[src/rtl/cluster_pkg.sv]
// Shared types and constants for the cluster frame packer: cluster slot and frame entry
// layouts, output word field positions and the word formatter.
package cluster_pkg;

  localparam int unsigned NCLUSTERS   = 8;
  localparam int unsigned ADR_W       = 11;
  localparam int unsigned CNT_W       = 3;
  localparam int unsigned NSTRIPS     = 1536;
  localparam int unsigned FIFO_FRAMES = 2;
  localparam int unsigned DROP_W      = 16;
  localparam int unsigned WORD_W      = 16;
  localparam int unsigned NV_W        = $clog2(NCLUSTERS + 1);
  localparam int unsigned IDX_W       = $clog2(NCLUSTERS);

  localparam int unsigned VALID_BIT   = 15;
  localparam int unsigned LAST_BIT    = 14;
  localparam int unsigned CNT_LSB     = 11;

  localparam logic [ADR_W-1:0] INVALID_ADR = 11'h7FF;

  typedef struct packed {
    logic [CNT_W-1:0] cnt;
    logic [ADR_W-1:0] adr;
  } cluster_t;

  typedef struct packed {
    cluster_t [NCLUSTERS-1:0] slots;
    logic [NV_W-1:0]          nvalid;
    logic                     ovf;
  } frame_entry_t;

  typedef enum logic {
    ST_IDLE = 1'b0,
    ST_SEND = 1'b1
  } pack_state_e;

  // Word for slot idx of a frame; an empty frame yields a single invalid last-word marker.
  function automatic logic [WORD_W-1:0] format_word(input frame_entry_t e,
                                                    input logic [IDX_W-1:0] idx);
    logic [WORD_W-1:0] w;
    w = '0;
    if (e.nvalid == '0) begin
      w[LAST_BIT]             = 1'b1;
      w[ADR_W-1:0]            = INVALID_ADR;
    end else begin
      w[VALID_BIT]            = 1'b1;
      w[LAST_BIT]             = (NV_W'(idx) == NV_W'(e.nvalid - NV_W'(1)));
      w[CNT_LSB +: CNT_W]     = e.slots[idx].cnt;
      w[ADR_W-1:0]            = e.slots[idx].adr;
    end
    return w;
  endfunction

endpackage

[src/rtl/cluster_frame_packer_if.sv]
// Frame capture input and word stream output of the packer; master is the packer side,
// slave is the cluster finder / link formatter environment.
interface cluster_frame_packer_if;
  import cluster_pkg::*;

  logic                       frame_valid;
  logic [NCLUSTERS*ADR_W-1:0] adr_in;
  logic [NCLUSTERS*CNT_W-1:0] cnt_in;
  logic [WORD_W-1:0]          word_data;
  logic                       word_valid;
  logic                       word_ready;
  logic                       word_overflow;
  logic [DROP_W-1:0]          drop_cnt;

  modport master (
    input  frame_valid, adr_in, cnt_in, word_ready,
    output word_data, word_valid, word_overflow, drop_cnt
  );

  modport slave (
    output frame_valid, adr_in, cnt_in, word_ready,
    input  word_data, word_valid, word_overflow, drop_cnt
  );

endinterface

[src/rtl/cluster_frame_fifo.sv]
// Small frame buffer; a push while full is accepted when the head is popped in the same cycle.
module cluster_frame_fifo
  import cluster_pkg::*;
#(
  parameter int unsigned DEPTH = FIFO_FRAMES
) (
  input  logic         clock4x,
  input  logic         global_reset_n,
  input  logic         push,
  input  frame_entry_t push_data,
  input  logic         pop,
  output frame_entry_t head_data,
  output frame_entry_t next_data_c,
  output logic         empty,
  output logic         full,
  output logic         more_c
);

  localparam int unsigned PTR_W = $clog2(DEPTH);
  localparam int unsigned CW    = $clog2(DEPTH + 1);

  frame_entry_t     mem_q [DEPTH];
  frame_entry_t     mem_d [DEPTH];
  logic [PTR_W-1:0] wptr_q, wptr_d;
  logic [PTR_W-1:0] rptr_q, rptr_d;
  logic [CW-1:0]    count_q, count_d;
  logic             wr_en, rd_en;

  assign empty       = (count_q == '0);
  assign full        = (count_q == CW'(DEPTH));
  assign more_c      = (count_q >= CW'(2));
  assign head_data   = mem_q[rptr_q];
  assign next_data_c = mem_q[PTR_W'(rptr_q + PTR_W'(1))];

  // Pointers wrap naturally because DEPTH is a power of two.
  always_comb begin
    rd_en   = pop && !empty;
    wr_en   = push && (!full || rd_en);
    wptr_d  = wptr_q;
    rptr_d  = rptr_q;
    count_d = count_q;
    mem_d   = mem_q;
    if (wr_en) begin
      mem_d[wptr_q] = push_data;
      wptr_d        = PTR_W'(wptr_q + PTR_W'(1));
    end
    if (rd_en) rptr_d = PTR_W'(rptr_q + PTR_W'(1));
    case ({wr_en, rd_en})
      2'b10:   count_d = CW'(count_q + CW'(1));
      2'b01:   count_d = CW'(count_q - CW'(1));
      default: count_d = count_q;
    endcase
  end

  always_ff @(posedge clock4x) begin
    if (!global_reset_n) begin
      wptr_q  <= '0;
      rptr_q  <= '0;
      count_q <= '0;
      mem_q   <= '{default: '0};
    end else begin
      wptr_q  <= wptr_d;
      rptr_q  <= rptr_d;
      count_q <= count_d;
      mem_q   <= mem_d;
    end
  end

endmodule

[src/rtl/cluster_frame_packer.sv]
// Captures one cluster frame per strobe, buffers it, and streams the leading valid clusters
// as 16-bit words over valid/ready; frames arriving to a full buffer are dropped and counted.
module cluster_frame_packer
  import cluster_pkg::*;
(
  input  logic                   clock4x,
  input  logic                   global_reset_n,
  cluster_frame_packer_if.master bus
);

  frame_entry_t      cap_entry;
  logic              leading;
  frame_entry_t      head_data, next_data;
  logic              fifo_empty, fifo_full, fifo_more;

  pack_state_e       state_q, state_d;
  frame_entry_t      cur_q, cur_d;
  logic [IDX_W-1:0]  idx_q, idx_d;
  logic [WORD_W-1:0] word_data_q, word_data_d;
  logic              word_valid_q, word_valid_d;
  logic              word_overflow_q, word_overflow_d;
  logic [DROP_W-1:0] drop_cnt_q, drop_cnt_d;

  logic              accept, last_word, pop;

  // Only the run of in-range slots starting at slot 0 counts as valid.
  always_comb begin
    cap_entry = '0;
    leading   = 1'b1;
    for (int unsigned k = 0; k < NCLUSTERS; k++) begin
      cap_entry.slots[k].adr = bus.adr_in[k*ADR_W +: ADR_W];
      cap_entry.slots[k].cnt = bus.cnt_in[k*CNT_W +: CNT_W];
      if (leading && (cap_entry.slots[k].adr < ADR_W'(NSTRIPS)))
        cap_entry.nvalid = NV_W'(cap_entry.nvalid + NV_W'(1));
      else
        leading = 1'b0;
    end
    cap_entry.ovf = (cap_entry.nvalid == NV_W'(NCLUSTERS));
  end

  cluster_frame_fifo #(.DEPTH(FIFO_FRAMES)) u_fifo (
    .clock4x        (clock4x),
    .global_reset_n (global_reset_n),
    .push           (bus.frame_valid),
    .push_data      (cap_entry),
    .pop            (pop),
    .head_data      (head_data),
    .next_data_c    (next_data),
    .empty          (fifo_empty),
    .full           (fifo_full),
    .more_c         (fifo_more)
  );

  always_ff @(posedge clock4x) begin
    if (!global_reset_n) begin
      state_q         <= ST_IDLE;
      cur_q           <= '0;
      idx_q           <= '0;
      word_data_q     <= '0;
      word_valid_q    <= 1'b0;
      word_overflow_q <= 1'b0;
      drop_cnt_q      <= '0;
    end else begin
      state_q         <= state_d;
      cur_q           <= cur_d;
      idx_q           <= idx_d;
      word_data_q     <= word_data_d;
      word_valid_q    <= word_valid_d;
      word_overflow_q <= word_overflow_d;
      drop_cnt_q      <= drop_cnt_d;
    end
  end

  // Next state: the first SEND cycle prepares the registered word; later cycles stream it.
  always_comb begin
    state_d   = state_q;
    cur_d     = cur_q;
    idx_d     = idx_q;
    accept    = (state_q == ST_SEND) && word_valid_q && bus.word_ready;
    last_word = (cur_q.nvalid == '0) || (NV_W'(idx_q) == NV_W'(cur_q.nvalid - NV_W'(1)));
    pop       = accept && last_word;
    case (state_q)
      ST_IDLE: begin
        if (!fifo_empty) begin
          cur_d   = head_data;
          idx_d   = '0;
          state_d = ST_SEND;
        end
      end
      ST_SEND: begin
        if (accept) begin
          if (last_word) begin
            if (fifo_more) begin
              cur_d = next_data;
              idx_d = '0;
            end else begin
              state_d = ST_IDLE;
            end
          end else begin
            idx_d = IDX_W'(idx_q + IDX_W'(1));
          end
        end
      end
      default: state_d = ST_IDLE;
    endcase
  end

  // Outputs are registered from the next-state view so an accepted word is replaced at once.
  always_comb begin
    word_valid_d    = (state_q == ST_SEND) && (state_d == ST_SEND);
    word_data_d     = '0;
    word_overflow_d = 1'b0;
    drop_cnt_d      = drop_cnt_q;
    if (word_valid_d) begin
      word_data_d     = format_word(cur_d, idx_d);
      word_overflow_d = cur_d.ovf;
    end
    if (bus.frame_valid && fifo_full && !pop && (drop_cnt_q != '1))
      drop_cnt_d = DROP_W'(drop_cnt_q + DROP_W'(1));
  end

  assign bus.word_data     = word_data_q;
  assign bus.word_valid    = word_valid_q;
  assign bus.word_overflow = word_overflow_q;
  assign bus.drop_cnt      = drop_cnt_q;

endmodule

[src/flat_wrapper.sv]
// flat-port wrapper written by rule: the top's interface ports become plain ports
module cluster_frame_packer_flat import cluster_pkg::*;
  (clock4x, global_reset_n, bus_frame_valid, bus_adr_in, bus_cnt_in, bus_word_ready, bus_word_data, bus_word_valid, bus_word_overflow, bus_drop_cnt);
  cluster_frame_packer_if bus_i ();
  input  logic clock4x;
  input  logic global_reset_n;
  input wire logic [$bits(bus_i.frame_valid)-1:0] bus_frame_valid;
  input wire logic [$bits(bus_i.adr_in)-1:0] bus_adr_in;
  input wire logic [$bits(bus_i.cnt_in)-1:0] bus_cnt_in;
  input wire logic [$bits(bus_i.word_ready)-1:0] bus_word_ready;
  output wire logic [$bits(bus_i.word_data)-1:0] bus_word_data;
  output wire logic [$bits(bus_i.word_valid)-1:0] bus_word_valid;
  output wire logic [$bits(bus_i.word_overflow)-1:0] bus_word_overflow;
  output wire logic [$bits(bus_i.drop_cnt)-1:0] bus_drop_cnt;
  assign bus_i.frame_valid = bus_frame_valid;
  assign bus_i.adr_in = bus_adr_in;
  assign bus_i.cnt_in = bus_cnt_in;
  assign bus_i.word_ready = bus_word_ready;
  assign bus_word_data = bus_i.word_data;
  assign bus_word_valid = bus_i.word_valid;
  assign bus_word_overflow = bus_i.word_overflow;
  assign bus_drop_cnt = bus_i.drop_cnt;
  cluster_frame_packer u_core (.clock4x(clock4x), .global_reset_n(global_reset_n), .bus(bus_i));
endmodule
[config.mk]
export PLATFORM = sky130hd
export DESIGN_NAME = cluster_frame_packer_flat
export DESIGN_NICKNAME = d
export VERILOG_FILES = /design/src/rtl/cluster_pkg.sv /design/src/rtl/cluster_frame_packer_if.sv /design/src/rtl/cluster_frame_fifo.sv /design/src/rtl/cluster_frame_packer.sv /design/src/flat_wrapper.sv
export SDC_FILE = /design/constraint.sdc
export NUM_CORES = 1
export LEC_CHECK = 0
export ABC_AREA = 1
export CORE_MARGIN = 2
export CORE_UTILIZATION = 55
export CTS_CLUSTER_DIAMETER = 120
export DETAILED_ROUTE_END_ITERATION = 8
export PLACE_DENSITY = 0.82
export SLEW_MARGIN = 20
export SYNTH_ARGS = -nofsm -noshare
export SYNTH_HDL_FRONTEND = slang
export SYNTH_SLANG_ARGS = --single-unit
[constraint.sdc]
create_clock -name clock4x -period 7.7 [get_ports clock4x]
set_input_delay 1.155 -clock clock4x [delete_from_list [all_inputs] [get_ports clock4x]]
set_output_delay 1.155 -clock clock4x [all_outputs]
set_load 0.005 [all_outputs]
**After elaboration in Yosys (flattened, before gate mapping)**

Cells that the tools add are included.

- Output and inout port bits: 34
- Flip-flop bits (word level): 393
- Bits of input ports: 116

- Add/sub/neg operators: 15
- Reduce and logical (&&, ||, !) cells: 28
- Mux-type cells: 45
- Bitwise logic cells: 6
- Equal/unequal tests: 7
- Magnitude comparators: 14

Operators by type and width:

| kind | number |
|---|---|
| 117-bit 2-to-1 mux | 11 |
| 234-bit bitwise mux | 1 |
| 117-bit case mux with 2 select lines | 1 |
| 117-bit demux with 1-bit select | 1 |
| 11-bit less-than comparator, second input constant | 8 |
| 14-bit binary-select mux with 3-bit select | 1 |
| 4-bit by 1-bit adder with 4-bit output, second input constant | 7 |
| 4-bit 2-to-1 mux | 7 |
| 1-bit logical AND | 17 |
| 16-bit by 1-bit adder with 16-bit output, second input constant | 1 |
| 16-bit != test, second input constant | 1 |
| 1-bit 2-to-1 mux | 14 |
| 14-bit 2-to-1 mux | 1 |
| 3-bit 2-to-1 mux | 4 |
| 11-bit 2-to-1 mux | 1 |
| 3-bit by 4-bit == test with 1-bit output | 2 |
| 2-bit greater-or-equal comparator, second input constant | 4 |
| 4-bit logical NOT | 2 |
| 4-bit by 1-bit subtractor with 4-bit output, second input constant | 2 |
| 1-bit NOT with 2-bit output | 3 |
| 3-bit case mux with 2 select lines | 1 |
| 2-bit == test, second input constant | 2 |
| 4-bit == test, second input constant | 1 |
| 3-bit by 4-bit less-than comparator with 1-bit output, second input constant | 1 |
| 15 further kinds | 21 |

**Logic depth before layout (Yosys ltp)**

Gate-level depths: netlist (run 1).

- Word-level depth: 18
- Mapped depth: 22
- Depth with buffers taken out: 21

**Modules after synthesis**

A second synthesis (run 1) with hierarchy kept.

- Cells, all modules: 4221
- Area, all modules: 24639.9 sq um

By module, submodules not included:

| module | cells each | sequential area each (sq um) | times used | area an instance (sq um) |
|---|---|---|---|---|
| cluster_frame_fifo | 2434 | 4764.6 | 1 | 14196.1 |
| cluster_frame_packer | 1787 | 3103.0 | 1 | 10443.8 |

**Worst setup path before layout (run 1)**

Ideal clock, no wire load.

- Path kind: input port to flip-flop
- From: input bus_adr_in[31]
- To: register u_core.u_fifo.mem_q[117] (netlist bit)
- Setup time: 70 ps
- Arrival: 3600 ps
- Data required time: 7630 ps
- Slack: 4030 ps
- Stages: 17
- Cell sequence: nand2_1 > inv_1 > a21oi_1 > ha_1 > o21ai_0 > inv_1 > ha_1 > o21ai_0 > nor2_1 > a21oi_1 > ha_1 > inv_1 > nor2_1 > xnor2_1 > xor2_1 > nand3_1 > a21oi_1

- Word-level cells in the longest chain between the ends: 15
- Elaborated cells between the ends (all ways): 25
- Those cells by class: add/sub: 5; order compare: 1; eq/ne: 1; mux: 12; reduce/logical: 6

RTL lines:

| element | line | RTL |
|---|---|---|
| from (decl) | flat_wrapper.sv:8 | `input wire logic [$bits(bus_i.adr_in)-1:0] bus_adr_in;` |
| 11-bit less-than comparator * | cluster_frame_packer.sv:33 | `if (leading && (cap_entry.slots[k].adr < ADR_W'(NSTRIPS)))` |
| 1-bit logical AND * | cluster_frame_packer.sv:33 |  |
| 4-bit 2-to-1 mux / 1-bit 2-to-1 mux (equally long branches) | cluster_frame_packer.sv:33 |  |
| 4-bit by 1-bit adder with 4-bit output / 1-bit logical AND (equally long branches) | cluster_frame_packer.sv:34, cluster_frame_packer.sv:33 |  |
| 4-bit 2-to-1 mux / 1-bit 2-to-1 mux (equally long branches) | cluster_frame_packer.sv:33 |  |
| 4-bit by 1-bit adder with 4-bit output / 1-bit logical AND (equally long branches) | cluster_frame_packer.sv:34, cluster_frame_packer.sv:33 |  |
| 4-bit 2-to-1 mux / 1-bit 2-to-1 mux (equally long branches) | cluster_frame_packer.sv:33 |  |
| 4-bit by 1-bit adder with 4-bit output / 1-bit logical AND (equally long branches) | cluster_frame_packer.sv:34, cluster_frame_packer.sv:33 |  |
| 4-bit 2-to-1 mux / 1-bit 2-to-1 mux (equally long branches) | cluster_frame_packer.sv:33 |  |
| 4-bit by 1-bit adder with 4-bit output / 1-bit logical AND (equally long branches) | cluster_frame_packer.sv:34, cluster_frame_packer.sv:33 |  |
| 4-bit 2-to-1 mux / 1-bit 2-to-1 mux (equally long branches) | cluster_frame_packer.sv:33 |  |
| 4-bit by 1-bit adder with 4-bit output / 1-bit logical AND (equally long branches) | cluster_frame_packer.sv:34, cluster_frame_packer.sv:33 |  |
| 4-bit 2-to-1 mux * | cluster_frame_packer.sv:33 |  |
| 4-bit == test * | cluster_frame_packer.sv:38 | `cap_entry.ovf = (cap_entry.nvalid == NV_W'(NCLUSTERS));` |
| 234-bit bitwise mux * | cluster_frame_fifo.sv:44 | `mem_d[wptr_q] = push_data;` |
| to (signal assigned) | cluster_frame_fifo.sv:65 | `mem_q <= mem_d;` |
| to (decl) | cluster_frame_fifo.sv:22 | `frame_entry_t mem_q [DEPTH];` |

Every way passes the cells marked *; elsewhere a longest branch is shown, timed or not.
A chain may end at the register's enable or synchronous reset.

**Final worst setup path (run 1)**

- From: register u_core.cur_q[1] (netlist bit)
- To: register u_core.word_data_q[1] (netlist: u_core.bus.word_data[1])

- Word-level cells in the longest chain between the ends: 9
- Elaborated cells between the ends (all ways): 21
- Those cells by class: add/sub: 1; eq/ne: 1; mux: 14; reduce/logical: 5

RTL lines:

| element | line | RTL |
|---|---|---|
| from (decl) | cluster_frame_packer.sv:17 | `frame_entry_t cur_q, cur_d;` |
| from (signal assigned) | cluster_frame_packer.sv:65 | `cur_q <= cur_d;` |
| 4-bit by 1-bit subtractor with 4-bit output | cluster_frame_packer.sv:80 | `last_word = (cur_q.nvalid == '0) \|\| (NV_W'(idx_q) == NV_W'(cur_q.nvalid - NV_W'(1)));` |
| 3-bit by 4-bit == test with 1-bit output | cluster_frame_packer.sv:80 |  |
| 1-bit logical OR | cluster_frame_packer.sv:80 |  |
| 117-bit 2-to-1 mux / 3-bit 2-to-1 mux (equally long branches) | cluster_frame_packer.sv:92 | `if (last_word) begin` |
| 117-bit 2-to-1 mux / 3-bit 2-to-1 mux (equally long branches) | cluster_frame_packer.sv:91 | `if (accept) begin` |
| 117-bit case mux with 2 select lines / 3-bit case mux with 2 select lines (equally long branches) | cluster_frame_packer.sv:82 | `case (state_q)` |
| 14-bit binary-select mux with 3-bit select | cluster_pkg.sv:49 | `w[ADR_W-1:0] = e.slots[idx].adr;` |
| 14-bit 2-to-1 mux | - |  |
| 11-bit 2-to-1 mux | cluster_pkg.sv:42 | `if (e.nvalid == '0) begin` |
| to (signal assigned) | cluster_frame_packer.sv:67 | `word_data_q <= word_data_d;` |
| to (decl) | cluster_frame_packer.sv:19 | `logic [WORD_W-1:0] word_data_q, word_data_d;` |

Several ways; a longest one is shown, not always the timed one. The select of a mux whose other input is x is not followed.

==> reports/metrics.yaml, run 1 <==
fin_nets: 3273
synth_cell_types: 39
skew_ps: 18.9
antenna_cells: 0
dpl.hpwl_um: 36900
hold_path.class: "reg -> reg"
whs_path_depth: 2
grt_pass1_vias: 19900
wl_um: 62100
drive_above_1_share_pct: 3.84
worst_setup_path_end_kind: "register"
initial_core_util_pct: 56.0
drv_cap: 0
num_io_pins: 150
fin_tns_setup_ps: 0
syn2layout_area_growth_pct: 12.5
antenna_found_initial: 1
h-tree-depth: 2
crit_chain: "inv_2 > ha_1 > inv_1 > nand2_1 > nand2_1 > nor2_2 > nand3_2 > nand2_2 > buf_4 > nand3_4 > inv_2 > nand2_1 > a31oi_2 > inv_1 > nand3_1 > nand3_1 > nand2_1 > inv_1"
layout_common_cells: "690 x nand2_1, 448 x o21ai_0, 390 x dfxtp_1"
wire_per_inst_um: 17.0
clock_path_buffers: 3
cp.arrival_ps: 5850
cts_buffers: 42
synth_top_area_share_pct: 38.3
power_mw: 5.55
num_vias: 21400
synthTopCellsByArea: "dfxtp_1 38%, nand2_1 13%, o21ai_0 11%"
fin_crit_ps: 5400
ant_nets: 0
tightest_slew_ps: 1170
ir_drop_v: 0.000165
core-area_um2: 36700
synthesis.area_um2: 20500
worstHoldStart: "u_core.u_fifo.mem_q[154]"
dpl_cell_area_um2: 21800
path_clk_slew_ps: 60
maxSlewViolCount: 0
cts_resized: 0
finalHoldViolCount: 0
cp.required_ps: 8150
vias_per_cell: 5.88
cp_slowest_stage_delay_ps: 920
dp_slack_ps: 1940
fin_ws_ps: 2300
drc: 0
drt_iter0_drc: 2063
synth-main-ff-cell: "dfxtp_1"
fin_area_um2: 23100
fp.dieH_um: 197
slowest_stage: "inv_2"
gp_congestion: 0.885
worstReg2RegEnd: "u_core.bus.word_data[1]"
overflow: 0
grt_use_total_pct: 31.0
syn_nets: 3305
mostFrequentLayoutCell: "nand2_1"
cp_max_fo: 78
synth_area_per_cell_um2: 6.46
grt_first_pass_wirelength_um: 99500
hold_buffers: 0
hold_path_end: "u_core.u_fifo.mem_q[154]"
cts_setup_buffers: 0
synth-edff-count: 0
ff2ff_path_depth: 18
yosysSeqAreaShare_pct: 38.3
start_kind: "register"
postSynthCellCount: 3179
numPortBuffers: 149
async_flop_share_pct: 0
finalCritPeriodShare_pct: 70.1
yosys_warnings: 0
clk_latency_ps: 550
p_per_area_nw_per_um2: 240
ys_seq_elements: 393
fmax_ghz: 0.185
slew_headroom_pct: 22.1
clock_sinks: 393
first_pass_iters: 6
die_w_um: 197
status: "finished, final reports clean"
crit_type: "reg -> reg"
setup_viol: 0
crit_top_cell: "nand2_1"
rsz0062_at_grt: "false"
r2r-start: "u_core.cur_q[1]"
power_leakage_nw: 9.15
cts_tree: "built"
root_buffer: "clkbuf_16"
netlist.top_cell.by_area: "dfxtp_1"
row_count: 70
grt_max_degree: 261
regToRegSetupSlack_ps: 2300
fp.dieArea_um2: 38900
Yosys cell counts, types with 7 or more instances:
master      n
nand3_1   301
buf_1      16
o21ai_0   448
dfxtp_1   393
ha_1       10
o211ai_1   29
clkbuf_1  131
inv_1     276
inv_2      12
nor2_1    319
buf_2      85
nand4_1    93
a21oi_1   275
o22ai_1    10
nor3_1      7
nand2_1   692
buf_4      12
a22oi_1    11
mux2i_1    15
worst max-delay path, delay by kind of cell, from the launching register on:
kind                     cells  cell delay (ps)
adder cells (fa/ha/maj)      1              300
AO/OA/AOI/OAI                1              240
buffers and inverters        6             1680
AND/OR/NAND/NOR             10             2590
flip-flops                   1              390
metrics by stage:
stage | hold WS [ps] | std cells | utilization [%]
after CTS | 469 | 3645 | 63.0
after detailed placement | 460 | 3571 | 59.3
after floorplan | 439 | 3179 | -
after global placement | 447 | 3571 | 59.3
final | 465 | 3645 | 63.0
after global routing | 492 | 3645 | 63.0
per-layer routing:
layer,global-route usage [%],vias to the layer above,routed length [um],share of wire (%)
met3,4.15,137,5200,8.4
met2,51.1,958,28600,46
li1,-,10400,-,-
met5,0,-,14,0.023
met1,41.2,9943,26400,43
met4,12.5,2,1860,3.0
sequential cells by signal, summed over array words and instances (netlist names):
name	flops
u_core.u_fifo.rptr_q	1
u_core.idx_q	3
u_core.bus.word_valid	1
u_core.bus.word_data	16
u_core.bus.drop_cnt	16
u_core.u_fifo.wptr_q	1
u_core.u_fifo.mem_q	234
u_core.bus.word_overflow	1
u_core.state_q	1
u_core.u_fifo.count_q	2
u_core.cur_q	117
report_power, final:
group	switching (mW)	leakage [nW]	internal (mW)
registers	0.108	3.23	2.22
clock network	0.839	0.675	1.17
logic	0.802	5.25	0.402
total	1.75	9.15	3.80
how the worst max path moves through the flow:
stage | startpoint | to
6_report | u_core.cur_q[1] | u_core.bus.word_data[1]
5_1_grt | u_core.cur_q[1] | u_core.bus.word_data[1]
4_1_cts | u_core.cur_q[1] | u_core.bus.word_data[1]
3_5_place_dp | bus_word_ready | u_core.u_fifo.mem_q[57]
3_3_place_gp | bus_word_ready | u_core.u_fifo.mem_q[57]
2_1_floorplan | bus_adr_in[31] | u_core.u_fifo.mem_q[117]
cell families after synthesis:
logic type / synth area share [%]
and+or+nand+nor: 29.5
AOI/OAI and AO/OA: 19.8
buffers and inverters: 10.7
DFF: 38.3
muxes: 0.731
adders and majority gates: 0.609
xor gates and xnor gates: 0.384
final cells by class:
type | count | area, um2
clock buffer | 64 | 1280
multi-input combinational | 2248 | 10500
timing repair buffer | 172 | 1680
fill | 3239 | 13600
tap | 468 | 586
clock inverter | 10 | 78.8
sequential | 393 | 7880
inverter | 290 | 1100
No activity file was read; power rests on OpenSTA's default activity.
==> run 2: changes to the inputs <==
==> constraint.sdc (replaced) <==
create_clock -name clock4x -period 5.4 [get_ports clock4x]
set_input_delay 0.81 -clock clock4x [delete_from_list [all_inputs] [get_ports clock4x]]
set_output_delay 0.81 -clock clock4x [all_outputs]
set_load 0.005 [all_outputs]
==> run 2 against run 1 <==
Net effect: wire length is 0.48% higher; fmax is 34% higher; combinational power is 47% higher; flip-flop and latch count stayed put; hold slack better by 2.1 ps; clock-buffer cell count is 3 lower; worst setup slack worse by 940 ps; final cell count is 0.25% higher; non-clock buffer count is 10 higher; largest cell class unchanged; largest power group unchanged; highest routed layer unchanged.
==> reports/metrics.yaml, run 2 (same netlist as run 1, synthesis figures left out) <==
wire_per_inst_um: 17.1
fin_crit_ps: 4040
rsz0062_at_grt: "false"
syn2layout_area_growth_pct: 12.8
die_w_um: 197
worstReg2RegEnd: "u_core.bus.word_data[1]"
numPortBuffers: 149
ir_drop_v: 0.000277
hold_path.class: "reg -> reg"
slew_headroom_pct: 26.7
overflow: 0
drv_cap: 0
antenna_cells: 0
antenna_found_initial: 2
vias_per_cell: 5.91
wl_um: 62400
switching_power_mw: 2.54
fp.dieH_um: 197
r2r-start: "u_core.cur_q[1]"
gp_congestion: 0.948
root_buffer: "clkbuf_16"
core-area_um2: 36700
fmax_ghz: 0.248
whs_path_depth: 2
hold_path_end: "u_core.u_fifo.mem_q[225]"
layout_common_cells: "690 x nand2_1, 448 x o21ai_0, 390 x dfxtp_1"
p_per_area_nw_per_um2: 340
worst_setup_path_end_kind: "register"
grt_first_pass_wirelength_um: 100000
cts_resized: 0
pwr-share-clk_pct: 35.6
cp_max_fo: 33
p_sw_share_pct: 32.3
power_mw: 7.88
cp_slowest_stage_delay_ps: 510
status: "finished, final reports clean"
cp_top_family: "simple AND/OR/NAND/NOR gates"
num_vias: 21600
fill_cells: 3235
crit_top_cell: "nand2_1"
ant_nets: 0
fp.dieArea_um2: 38900
hold_buffers: 0
grt_max_degree: 287
setup_viol: 0
tightest_slew_ps: 1100
ff2ff_path_depth: 18
h-tree-depth: 2
drc: 0
cts_tree: "built"
cp.arrival_ps: 4490
crit_chain: "inv_2 > ha_1 > inv_1 > nand2_1 > nand2_1 > nor2_2 > nand3_2 > nand2_2 > buf_4 > nand3_4 > inv_2 > nand2_1 > a31oi_2 > inv_1 > nand3_1 > nand3_1 > nand2_1 > inv_1"
largest_reg_flops: 234
slowest_stage: "inv_2"
grt_pass1_vias: 20000
maxSlewViolCount: 0
regToRegSetupSlack_ps: 1360
mostFrequentLayoutCell: "nand2_1"
power_leakage_nw: 9.18
startpoint: "u_core.cur_q[1]"
clock_sinks: 393
cts_buffers: 43
worstHoldStart: "u_core.u_fifo.mem_q[225]"
cp.depth: 18
clk_latency_ps: 560
row_count: 70
combPwrFrac_pct: 22.3
first_pass_iters: 6
path_clk_slew_ps: 60
dpl.hpwl_um: 39300
finalCritPeriodShare_pct: 74.7
reg_top3: "u_core.u_fifo.mem_q x234, u_core.cur_q x117"
start_kind: "register"
fin_tns_setup_ps: 0
num_io_pins: 150
drive_above_1_share_pct: 4.11
skew_ps: 19.1
regMostFlops: "u_core.u_fifo.mem_q"
power.sequential.fraction_pct: 42.1
crit_type: "reg -> reg"
drt_iter0_drc: 2250
cp.buffers_inverters: 6
fin_nets: 3284
grt_use_total_pct: 31.3
finalHoldViolCount: 0
power.internal_mw: 5.34
initial_core_util_pct: 56.0
cp.required_ps: 5860
clock_path_buffers: 3
cts_setup_buffers: 0
[run 2: cell count changes in the layout (fill, tap and decap cells not counted), moves of 2 or more]
cell       before  now
clkbuf_16      45   43
clkbuf_8        8    6
buf_4          22   30
inv_6           1    4
[run 2: metal layers]
| metal | global-route usage (%) | up-vias | routed length [um] |
|---|---|---|---|
| li1 | - | 10400 | - |
| met1 | 40.9 | 9999 | 25800 |
| met2 | 52.0 | 1017 | 29000 |
| met4 | 12.8 | 2 | 2070 |
| met5 | 0 | - | 16 |
| met3 | 4.71 | 138 | 5480 |
[run 2: cell type report]
class	instances	area (um2)	area share, %
Inverter	290	1100	4.73
Clock inverter	12	98.8	0.427
Sequential cell	393	7880	34.0
Tap cell	468	586	2.53
Clock buffer	61	1200	5.20
Multi-Input combinational cell	2248	10500	45.4
Timing Repair Buffer	182	1790	7.71
[run 2: stage by stage]
step                      setup WS, ps  hold slack, ps  cells  cell area [um2]  util (%)
after global placement            1230             449   3579            21800      59.4
final                             1360             467   3654            23200      63.1
after global routing              1090             489   3654            23200      63.1
after CTS                         1420             468   3652            23100      63.0
after detailed placement          1060             459   3579            21800      59.4
after floorplan                   2080             439   3179            20500         -
[run 2: power by group through the flow]
stage	registers, mW	clock network [mW]	logic [mW]
3_3_place_gp	3.36	0	1.66
4_1_cts	3.31	2.82	1.72
5_1_grt	3.34	2.94	1.95
6_report	3.32	2.81	1.76
2_1_floorplan	3.32	0	1.22
3_5_place_dp	3.37	0	1.71
[run 2: worst min-delay path: stages, from the launching register on]
cell,delay (ps)
dfxtp_1,310
inv_1,60
a21oi_1,50
[run 2: worst max-delay path by stage]
stage | end | slack [ps]
2_1_floorplan | u_core.u_fifo.mem_q[117] | 2080
3_3_place_gp | u_core.u_fifo.mem_q[117] | 1230
3_5_place_dp | u_core.u_fifo.mem_q[117] | 1060
4_1_cts | u_core.bus.word_data[1] | 1420
5_1_grt | u_core.bus.word_data[5] | 1090
6_report | u_core.bus.word_data[1] | 1360
